[src/rtl/i8251_pkg.sv]
// i8251 host bus initiator: shared status/command constants
// and the state types used by the host and its bus sequencer.
package i8251_pkg;

    localparam int ST_TXRDY = 0;
    localparam int ST_RXRDY = 1;
    localparam int ST_PE    = 3;
    localparam int ST_OE    = 4;
    localparam int ST_FE    = 5;

    localparam logic [7:0] CMD_ER = 8'h10;
    localparam logic [7:0] CMD_IR = 8'h40;

    typedef enum logic [2:0] {
        INIT,
        POLL,
        DECIDE,
        RDDATA,
        WRDATA,
        ERRCLR
    } host_state_t;

    typedef enum logic [1:0] {
        PH_IDLE,
        PH_SETUP,
        PH_STROBE,
        PH_RECOVER
    } bus_phase_t;

endpackage

[src/rtl/i8251_bus_cycle.sv]
// One i8251 port access: SETUP, ACC_TICKS of STROBE, RECOVER.
// A new start is taken during the RECOVER tick so accesses chain.
module i8251_bus_cycle
    import i8251_pkg::*;
#(
    parameter int ACC_TICKS = 2
) (
    input  logic       clk,
    input  logic       reset,
    input  logic       clken,
    input  logic       start,
    input  logic       is_write,
    input  logic       c_d_sel,
    input  logic [7:0] wdata,
    input  logic [7:0] bus_din,
    output logic       accepted,
    output logic       done,
    output logic [7:0] rdata,
    output logic       cs_n,
    output logic       rd_n,
    output logic       wr_n,
    output logic       c_d,
    output logic [7:0] bus_dout
);

    localparam int CW = (ACC_TICKS > 1) ? $clog2(ACC_TICKS) : 1;

    bus_phase_t    phase, phase_d;
    logic [CW-1:0] cnt, cnt_d;
    logic          load, sample;
    logic          wr_q, cd_q;
    logic [7:0]    dout_q, rdata_q;

    always_ff @(posedge clk or posedge reset) begin
        if (reset) begin
            phase <= PH_IDLE;
            cnt   <= '0;
        end else begin
            phase <= phase_d;
            cnt   <= cnt_d;
        end
    end

    always_comb begin
        phase_d = phase;
        cnt_d   = cnt;
        load    = 1'b0;
        sample  = 1'b0;
        unique case (phase)
            PH_IDLE: begin
                if (clken && start) begin
                    phase_d = PH_SETUP;
                    load    = 1'b1;
                end
            end
            PH_SETUP: begin
                if (clken) begin
                    phase_d = PH_STROBE;
                    cnt_d   = CW'(ACC_TICKS - 1);
                end
            end
            PH_STROBE: begin
                if (clken) begin
                    if (cnt == '0) begin
                        phase_d = PH_RECOVER;
                        sample  = !wr_q;
                    end else begin
                        cnt_d = cnt - CW'(1);
                    end
                end
            end
            PH_RECOVER: begin
                if (clken) begin
                    load    = start;
                    phase_d = start ? PH_SETUP : PH_IDLE;
                end
            end
            default: phase_d = PH_IDLE;
        endcase
    end

    always_ff @(posedge clk or posedge reset) begin
        if (reset) begin
            wr_q    <= 1'b0;
            cd_q    <= 1'b1;
            dout_q  <= 8'h00;
            rdata_q <= 8'h00;
        end else begin
            if (load) begin
                wr_q   <= is_write;
                cd_q   <= c_d_sel;
                dout_q <= wdata;
            end
            if (sample) begin
                rdata_q <= bus_din;
            end
        end
    end

    // Strobes decode straight from the phase so reset drops them at once
    assign cs_n     = !(phase == PH_SETUP || phase == PH_STROBE);
    assign rd_n     = !(phase == PH_STROBE && !wr_q);
    assign wr_n     = !(phase == PH_STROBE && wr_q);
    assign c_d      = cd_q;
    assign bus_dout = dout_q;
    assign rdata    = rdata_q;
    assign accepted = load;
    assign done     = clken && (phase == PH_RECOVER);

endmodule

[src/rtl/i8251_host.sv]
// CPU-side i8251 driver: init sequence, then status polling that
// moves bytes between the UART and the TX/RX byte streams.
module i8251_host
    import i8251_pkg::*;
#(
    parameter logic [7:0] MODE_WORD = 8'h4E,
    parameter logic [7:0] CMD_WORD  = 8'h37,
    parameter int         ACC_TICKS = 2
) (
    input  logic       clk,
    input  logic       reset,
    input  logic       clken,
    input  logic       reinit,
    input  logic [7:0] bus_din,
    output logic [7:0] bus_dout,
    output logic       cs_n,
    output logic       rd_n,
    output logic       wr_n,
    output logic       c_d,
    input  logic [7:0] tx_data,
    input  logic       tx_valid,
    output logic       tx_ready,
    output logic [7:0] rx_data,
    output logic       rx_valid,
    input  logic       rx_ready,
    output logic       init_done,
    output logic [2:0] err_flags
);

    host_state_t state, state_d;
    logic        launched, launched_d;
    logic [2:0]  init_idx, op_idx;
    logic        pend, pend_eff;
    logic        st_tx, st_rx;
    logic [2:0]  st_err;
    logic [7:0]  tx_q;

    logic        start, chain, accepted, done, acc_done, acc_state;
    logic        bc_write, bc_cd;
    logic [7:0]  bc_wdata, rdata;
    logic        restart, idx_inc, set_done, err_set;
    logic        cap_status, rx_load, tx_latch;
    logic        dec_err, dec_rx, dec_tx;

    function automatic logic [7:0] init_word(input logic [2:0] idx);
        case (idx)
            3'd3:    return CMD_IR;
            3'd4:    return MODE_WORD;
            3'd5:    return CMD_WORD;
            default: return 8'h00;
        endcase
    endfunction

    assign pend_eff  = pend | reinit;
    assign acc_state = (state != DECIDE);
    assign acc_done  = launched && done;
    // Init writes chain straight out of RECOVER with no idle tick
    assign chain     = acc_done && (state == INIT) && !pend_eff &&
                       (init_idx != 3'd5);
    assign start     = (acc_state && !launched) || chain;
    assign op_idx    = chain ? init_idx + 3'd1 : init_idx;

    assign dec_err = |st_err;
    assign dec_rx  = !dec_err && st_rx && !rx_valid;
    assign dec_tx  = !dec_err && !dec_rx && st_tx;

    always_comb begin
        bc_write = 1'b1;
        bc_cd    = 1'b1;
        bc_wdata = init_word(op_idx);
        unique case (state)
            POLL:    bc_write = 1'b0;
            RDDATA: begin
                bc_write = 1'b0;
                bc_cd    = 1'b0;
            end
            WRDATA: begin
                bc_cd    = 1'b0;
                bc_wdata = tx_q;
            end
            ERRCLR:  bc_wdata = CMD_WORD | CMD_ER;
            default: bc_write = 1'b1;
        endcase
    end

    i8251_bus_cycle #(
        .ACC_TICKS(ACC_TICKS)
    ) u_bus (
        .clk      (clk),
        .reset    (reset),
        .clken    (clken),
        .start    (start),
        .is_write (bc_write),
        .c_d_sel  (bc_cd),
        .wdata    (bc_wdata),
        .bus_din  (bus_din),
        .accepted (accepted),
        .done     (done),
        .rdata    (rdata),
        .cs_n     (cs_n),
        .rd_n     (rd_n),
        .wr_n     (wr_n),
        .c_d      (c_d),
        .bus_dout (bus_dout)
    );

    always_ff @(posedge clk or posedge reset) begin
        if (reset) begin
            state    <= INIT;
            launched <= 1'b0;
        end else begin
            state    <= state_d;
            launched <= launched_d;
        end
    end

    always_comb begin
        state_d    = state;
        launched_d = launched;
        restart    = 1'b0;
        idx_inc    = 1'b0;
        set_done   = 1'b0;
        err_set    = 1'b0;
        cap_status = 1'b0;
        rx_load    = 1'b0;
        tx_latch   = 1'b0;
        tx_ready   = 1'b0;
        if (acc_done) launched_d = 1'b0;
        if (accepted) launched_d = 1'b1;
        unique case (state)
            INIT: begin
                if (acc_done) begin
                    if (pend_eff) begin
                        restart = 1'b1;
                    end else if (init_idx == 3'd5) begin
                        set_done = 1'b1;
                        state_d  = POLL;
                    end else begin
                        idx_inc = 1'b1;
                    end
                end
            end
            POLL: begin
                if (acc_done) begin
                    cap_status = 1'b1;
                    state_d    = DECIDE;
                    restart    = pend_eff;
                end
            end
            DECIDE: begin
                if (pend_eff) begin
                    restart = 1'b1;
                end else begin
                    unique case (1'b1)
                        dec_err: begin
                            err_set = 1'b1;
                            state_d = ERRCLR;
                        end
                        dec_rx: state_d = RDDATA;
                        dec_tx: begin
                            tx_ready = 1'b1;
                            tx_latch = tx_valid;
                            state_d  = tx_valid ? WRDATA : POLL;
                        end
                        default: state_d = POLL;
                    endcase
                end
            end
            RDDATA: begin
                if (acc_done) begin
                    rx_load = 1'b1;
                    state_d = POLL;
                    restart = pend_eff;
                end
            end
            WRDATA, ERRCLR: begin
                if (acc_done) begin
                    state_d = POLL;
                    restart = pend_eff;
                end
            end
            default: state_d = INIT;
        endcase
        if (restart) state_d = INIT;
    end

    always_ff @(posedge clk or posedge reset) begin
        if (reset) begin
            init_idx  <= 3'd0;
            pend      <= 1'b0;
            init_done <= 1'b0;
            err_flags <= 3'b000;
            st_tx     <= 1'b0;
            st_rx     <= 1'b0;
            st_err    <= 3'b000;
            tx_q      <= 8'h00;
            rx_data   <= 8'h00;
            rx_valid  <= 1'b0;
        end else begin
            if (restart) begin
                init_idx  <= 3'd0;
                pend      <= 1'b0;
                init_done <= 1'b0;
                err_flags <= 3'b000;
            end else begin
                if (reinit)   pend      <= 1'b1;
                if (idx_inc)  init_idx  <= init_idx + 3'd1;
                if (set_done) init_done <= 1'b1;
                if (err_set)  err_flags <= err_flags | st_err;
            end
            if (cap_status) begin
                st_tx  <= rdata[ST_TXRDY];
                st_rx  <= rdata[ST_RXRDY];
                st_err <= {rdata[ST_FE], rdata[ST_OE], rdata[ST_PE]};
            end
            if (tx_latch) tx_q <= tx_data;
            if (rx_load) begin
                rx_data  <= rdata;
                rx_valid <= 1'b1;
            end else if (rx_valid && rx_ready) begin
                rx_valid <= 1'b0;
            end
        end
    end

endmodule

[config.mk]
export PLATFORM = sky130hd
export DESIGN_NAME = i8251_host
export DESIGN_NICKNAME = d
export VERILOG_FILES = /design/src/rtl/i8251_pkg.sv /design/src/rtl/i8251_bus_cycle.sv /design/src/rtl/i8251_host.sv
export SDC_FILE = /design/constraint.sdc
export NUM_CORES = 1
export LEC_CHECK = 0
export CAP_MARGIN = 30
export CORE_ASPECT_RATIO = 1.75
export CORE_MARGIN = 10
export CORE_UTILIZATION = 56
export DETAILED_ROUTE_END_ITERATION = 12
export PLACE_DENSITY = 0.9
export SKIP_CTS_REPAIR_TIMING = 1
export SLEW_MARGIN = 20
export SYNTH_ARGS = -nofsm -noshare
export SYNTH_HDL_FRONTEND = slang
export SYNTH_SLANG_ARGS = --single-unit
[constraint.sdc]
create_clock -name clk -period 4 [get_ports clk]
set_clock_uncertainty 0.05 [all_clocks]
set_input_delay 1.2 -clock clk [delete_from_list [all_inputs] [get_ports clk]]
set_output_delay 1.2 -clock clk [all_outputs]
set_load 0.1 [all_outputs]
==> results.sh, run 1 <==
export IMPL_wirelength_mm=5.588
export IMPL_port_buffer_count=47
export IMPL_post_synth_top_area_fraction_pct=52.17
export IMPL_vias_in_the_first_global_route=2000
export IMPL_regToRegSetupSlack_ns=1.74
export IMPL_routed_wire_length_per_instance_um=16.88
export IMPL_synthDistinctLibCells=50
export IMPL_global_placer_s_final_weighted_congestion=0.8670
export IMPL_worst_skew_late_latency_ns=0.31
export IMPL_number_of_antenna_violations_at_the_first_check_in_global_routing=0
export IMPL_portion_of_total_power_attributed_to_the_clock_network_pct=14.6
export IMPL_ys_dominant_reg_cell="dfrtp_1"
export IMPL_max_cap_violations=0
export IMPL_synth_area_leader_cell="dfrtp_1"
export IMPL_placementRows=32
export IMPL_yosys_warnings=0
export IMPL_postSynthAreaPerCell_um2=11.41
export IMPL_hold_path_end="u_bus.c_d$_DFFE_PP1P_"
export IMPL_final_period_minus_worst_setup_slack_ns=3.690
export IMPL_highest_clock_rate_ghz=0.2710
export IMPL_ioPinCount=48
export IMPL_r2r_worst_path_cells=7
export IMPL_globalRouteMet1Util_pct=14.13
export IMPL_floorplan_initialDensity_pct=58.28
export IMPL_synth_to_final_area_change_pct=24.30
export IMPL_number_of_sinks_on_the_clock_net=55
export IMPL_floorplan_core_area_um2=4444
export IMPL_synth_ff_latch_count=55
export IMPL_synth_edff_count=0
export IMPL_fin_setup_tns_ns=0
export IMPL_grt_start_max_net_pins=56
export IMPL_slew_viol_final=0
export IMPL_chipHeight_um=110.0
export IMPL_end_kind="primary output"
export IMPL_finalCritPeriodShare_pct=92.26
export IMPL_grt_overflow_total=0
export IMPL_power_internal_mw=1.302
export IMPL_synth_async_reset_ratio_pct=100.0
export IMPL_cp_arrival_ns=2.44
export IMPL_sequentialPowerShare_pct=34.4
export IMPL_dr_first_iter_drc_count=61
export IMPL_rsz0062_at_grt="false"
export IMPL_sw_frac_of_total_pct=49.28
export IMPL_post_layout_total_power_mw=2.567
export IMPL_fp_dieW_um=71.41
export IMPL_globalRouteMet2Util_pct=27.22
export IMPL_hold_violations=0
export IMPL_holdWs_ns=0.4196
export IMPL_cts_max_path_buffers=2
export IMPL_slew_headroom_pct=34.05
export IMPL_grt_busiest_layer="met2"
export IMPL_netlist_instances=227
export IMPL_maximum_level_of_the_cts_h_tree=2
export IMPL_clock_tree_from_tritoncts="yes"
export IMPL_outcome="finished, final reports clean"
export IMPL_detailedRoute_firstPassIterationCount=4
export IMPL_mostFrequentLayoutCells="54 x dfrtp_1, 32 x clkdlybuf4s50_1, 23 x nand2_1"
export IMPL_setup_worst_path_start_class="primary input"
export IMPL_post_dp_hpwl_mm=4.365
export IMPL_num_antenna_cells=0
export IMPL_p_leak_nw=1.542
export IMPL_drc_errors=0
export IMPL_worstReg2RegStart="u_bus.phase[1]$_DFFE_PP0P_"
export IMPL_r2r_end="u_bus.wr_q$_DFFE_PP0P_"
export IMPL_antenna_violation_net_count_after_detailed_routing=0
export IMPL_clk_pin_slew_worst_paths_ns=0.10
export IMPL_syn_nets=256
export IMPL_holdPathStages=2
export IMPL_final_common_cell="dfrtp_1"
export IMPL_max_vdd_ir_drop_uv=695.0
export IMPL_via_count=1877
export IMPL_cellPowerDensity_nw_per_um2=797.3
export IMPL_nNetsFinal=308
export IMPL_drive_gt1_share_pct=21.07
export IMPL_syn_area_um2=2590
export IMPL_tightestPinTransition_ns=0.9862
export IMPL_grt_use_total_pct=14.52
export IMPL_synth_yosys_seq_area_share_pct=53.19
export IMPL_required_ns=2.75
export IMPL_min_delay_path_class="reg -> reg"
export IMPL_first_pass_grt_wire_length_mm=9.252
export IMPL_switchingPower_mw=1.265
export IMPL_yosys_top_cells_area="dfrtp_1 52%, mux2_2 8.7%, mux2_1 3.9%"
export IMPL_power_share_combinational_pct=51.0
export IMPL_report_final_setup_viol=0
export IMPL_cts_root_buffer="clkbuf_8"
export IMPL_grtUsageMet3_pct=5.235
export IMPL_crit_path_max_fanout=3
export IMPL_viasPerCell=5.671
export IMPL_floorplan_die_area_um2=7853
export IMPL_timing_setup_critical_path_class="in -> out"
export IMPL_cts_inserted_buffers=5
export IMPL_startpoint_of_the_most_critical_hold_path="u_bus.c_d$_DFFE_PP1P_"
[per-layer routing]
layer | vias up | wire (um)
met2 | 51 | 3152
met3 | 6 | 369
met5 | - | 0
li1 | 902 | -
met1 | 918 | 1996
met4 | 0 | 70
[cell families (layout without fill, tap and decap cells)]
kind of cell	count (synthesis)	count (layout)	share of synthesized area [%]
AO/OA/AOI/OAI	42	42	11.21
flip-flops	55	55	53.19
multiplexers	30	30	13.00
adder cells (fa/ha/maj)	7	7	3.381
XOR/XNOR	1	1	0.3382
AND/OR/NAND/NOR	75	75	15.75
buffers and inverters	17	70	3.140
[how the worst max path moves through the flow]
| stage | from | end | slack (ns) | depth (start not counted) |
|---|---|---|---|---|
| finish | reinit | tx_ready | 0.31 | 5 |
| detailed placement | reinit | tx_ready | 0.30 | 5 |
| CTS | reinit | tx_ready | 0.30 | 5 |
| global route | reinit | tx_ready | 0.23 | 5 |
| global placement | reinit | tx_ready | 0.32 | 5 |
| floorplan | reinit | tx_ready | 0.39 | 3 |
[synthesized netlist by cell type (2+ instances only)]
master and instances:
o22ai_1 3, o21ai_1 6, a21oi_1 8, a22o_1 2
a211oi_1 2, nand2_1 23, nor2b_1 4, nand3_1 3
nand2b_1 7, inv_1 11, o31ai_1 4, nor2_1 21
mux2_2 20, buf_4 2, buf_2 2, nor3_1 3
ha_1 7, and3_1 2, a22oi_1 2, a31oi_1 3
o21ai_0 2, dfrtp_1 54, mux2_1 9
[per-stage QoR]
step                      setup WS (ns)  area [um^2]  util [%]  std cells
after floorplan                  0.3886         2592         -        227
after global placement           0.3229         3104     69.85        323
after detailed placement         0.3038         3104     69.85        323
after CTS                        0.3031         3219     72.44        331
after global routing             0.2287         3219     72.44        331
final                            0.3096         3219     72.44        331
[flip-flops by register name, summed over array words and instances, names as in the netlist, 2 cells and up]
register	flops
err_flags	3
init_idx	3
rx_data	8
st_err	3
state	3
tx_q	8
u_bus.bus_dout	8
u_bus.phase	2
u_bus.rdata	8
[final cells by class]
type	count	area, um^2
clock buffer	5	68.82
clock inverter	3	46.29
fill	330	1225
inverter	11	41.29
multi-input combinational	155	1134
sequential	55	1378
tap	51	63.81
timing repair buffer	51	488.0
[critical path: stages]
cell             delay (ns)
clkdlybuf4s50_1        0.52
nor3_4                 0.23
nand2_2                0.13
nor2_2                 0.17
buf_12                 0.19
[power groups by stage]
stage	registers (mW)	logic, mW	clock network, mW
after floorplan	1.30	0.597	0
after global placement	0.880	1.29	0
after detailed placement	0.893	1.31	0
after CTS	0.884	1.32	0.382
after global routing	0.908	1.40	0.402
final	0.883	1.31	0.374
(Power assumes the default switching activity.)
==> run 2, diff against run 1 <==
- REMOVE_ABC_BUFFERS: unset -> 1
==> run 2 against run 1 <==
  * Routed wire length down 1.1%
  * First-iteration DRC count down 3.3%
  * Non-clock buffer count unchanged
  * Sequential power about the same
  * Critical path depth unchanged
  * Sequential share of layout area up 0.45 points
  * Cell count unchanged
  * Via count up 0.37%
  * Worst setup slack worse by 0.081 ns
  * Cell area down 1.0%
==> results.sh, run 2 (synthesized netlist as in run 1, its figures left out) <==
export IMPL_power_share_combinational_pct=52.2
export IMPL_topRoutingLayerUsed="met4"
export IMPL_layout_area_seq_um2=1378
export IMPL_timing_setup_critical_path_class="in -> out"
export IMPL_synth_to_final_area_change_pct=23.00
export IMPL_switchingPower_mw=1.267
export IMPL_grt_start_max_net_pins=31
export IMPL_report_final_setup_viol=0
export IMPL_final_period_minus_worst_setup_slack_ns=3.771
export IMPL_cp_arrival_ns=2.52
export IMPL_outcome="finished, final reports clean"
export IMPL_first_pass_grt_wire_length_mm=9.328
export IMPL_viasPerCell=5.692
export IMPL_crit_path_max_fanout=5
export IMPL_max_vdd_ir_drop_uv=713.6
export IMPL_drc_errors=0
export IMPL_dr_first_iter_drc_count=59
export IMPL_met3_wirelength_um=368
export IMPL_fp_dieW_um=71.41
export IMPL_cts_root_buffer="clkbuf_8"
export IMPL_vias_in_the_first_global_route=2048
export IMPL_min_delay_path_class="reg -> reg"
export IMPL_portion_of_total_power_attributed_to_the_clock_network_pct=12.6
export IMPL_sequentialPowerShare_pct=35.2
export IMPL_global_placer_s_final_weighted_congestion=0.8150
export IMPL_p_leak_nw=1.525
export IMPL_floorplan_die_area_um2=7853
export IMPL_floorplan_core_area_um2=4444
export IMPL_via_count=1884
export IMPL_wl_met1_mm=1.942
export IMPL_nNetsFinal=308
export IMPL_critical_path_max_stage_delay_ns=0.51
export IMPL_cts_max_path_buffers=2
export IMPL_finalCritPeriodShare_pct=94.28
export IMPL_end_kind="primary output"
export IMPL_num_antenna_cells=0
export IMPL_sw_frac_of_total_pct=50.60
export IMPL_grt_use_total_pct=14.57
export IMPL_max_cap_violations=0
export IMPL_drive_gt1_share_pct=20.00
export IMPL_detailedRoute_firstPassIterationCount=4
export IMPL_ioPinCount=48
export IMPL_worstSetupStartpoint="reinit"
export IMPL_hold_violations=0
export IMPL_mostFrequentLayoutCells="54 x dfrtp_1, 34 x clkdlybuf4s50_1, 23 x nand2_1"
export IMPL_number_of_antenna_violations_at_the_first_check_in_global_routing=0
export IMPL_post_dp_hpwl_mm=4.364
export IMPL_antenna_violation_net_count_after_detailed_routing=0
export IMPL_wirelength_mm=5.529
export IMPL_worst_skew_late_latency_ns=0.32
export IMPL_cts_inserted_buffers=5
export IMPL_final_common_cell="dfrtp_1"
export IMPL_post_layout_total_power_mw=2.504
export IMPL_clk_pin_slew_worst_paths_ns=0.09
export IMPL_dr_wl_met2_mm=3.063
export IMPL_required_ns=2.75
export IMPL_number_of_sinks_on_the_clock_net=55
export IMPL_setup_worst_path_start_class="primary input"
export IMPL_slew_viol_final=0
export IMPL_worst_path_max_delay_cell="clkdlybuf4s50_1"
export IMPL_maximum_level_of_the_cts_h_tree=2
export IMPL_port_buffer_count=47
export IMPL_chipHeight_um=110.0
export IMPL_tightestPinTransition_ns=0.9996
export IMPL_startpoint_of_the_most_critical_hold_path="u_bus.c_d$_DFFE_PP1P_"
export IMPL_highest_clock_rate_ghz=0.2652
export IMPL_rsz0062_at_grt="false"
export IMPL_fin_setup_tns_ns=0
export IMPL_grt_overflow_total=0
export IMPL_clock_tree_from_tritoncts="yes"
export IMPL_holdPathStages=2
export IMPL_fillers=315
export IMPL_routed_wire_length_per_instance_um=16.70
export IMPL_placementRows=32
export IMPL_slew_headroom_pct=33.15
export IMPL_r2r_worst_path_cells=6
export IMPL_floorplan_initialDensity_pct=58.28
export IMPL_cellPowerDensity_nw_per_um2=786.0
export IMPL_worstReg2RegStart="u_bus.phase[1]$_DFFE_PP0P_"
export IMPL_multi_input_area_um2=1131
export IMPL_power_internal_mw=1.237
export IMPL_crit_path_cell_trace="clkdlybuf4s50_1, nor3_4, nand2_2, nor2_1, buf_12"
## run 2: cell count changes in the layout (fill, tap and decap cells not counted), sizes merged
cell / change
buf: -2
bufinv: -1
clkdlybuf4s50: +2
clkinv: +1
clkinvlp: -1
inv: +1
## run 2: path summary, 6_finish.rpt
| check | slack, ns | to |
|---|---|---|
| min | 0.42 | u_bus.c_d$_DFFE_PP1P_ |
| max | 0.23 | tx_ready |
| max in group asynchronous | 2.41 | launched$_DFFE_PP0P_ |
| min reg2reg | 0.42 | u_bus.c_d$_DFFE_PP1P_ |
| max reg2reg | 1.68 | u_bus.bus_dout[6]$_DFFE_PP0P_ |
| min in group asynchronous | 1.20 | u_bus.bus_dout[4]$_DFFE_PP0P_ |
## run 2: stage by stage
stage               setup WS [ns]  area, um^2  utilization (%)  cells  hold slack [ns]
finish                     0.2288        3186            71.68    331           0.4242
global route               0.1470        3186            71.68    331           0.4537
CTS                        0.2143        3186            71.68    331           0.4259
detailed placement         0.2125        3094            69.62    323           0.4119
global placement           0.2514        3094            69.62    323           0.4017
floorplan                -0.07348        2550                -    221           0.4022
## run 2: power groups by stage
stage / Clock [mW] / Sequential, mW / Combinational (mW)
2_1_floorplan: 0 / 1.31 / 0.571
3_3_place_gp: 0 / 0.878 / 1.28
3_5_place_dp: 0 / 0.892 / 1.31
4_1_cts: 0.320 / 0.881 / 1.32
5_1_grt: 0.334 / 0.907 / 1.40
6_report: 0.315 / 0.882 / 1.31
## run 2: critical path: cells and delay by family
family / cells / cell delay [ns]
buf+inv: 2 / 0.71
simple gates: 3 / 0.60
## run 2: metal layers
layer  up-vias  GRT usage, %
met5         -             0
met4         0         6.528
met3        10         5.144
met2        53         27.22
met1       922         13.73
li1        899             -
## run 2: cell type report
type                            count  share of cell area [%]
Clock inverter                      3                  0.7070
Clock buffer                        5                   2.160
Timing Repair Buffer               51                   15.08
Inverter                           11                   1.296
Tap cell                           51                   2.003
Sequential cell                    55                   43.24
Multi-Input combinational cell    155                   35.51
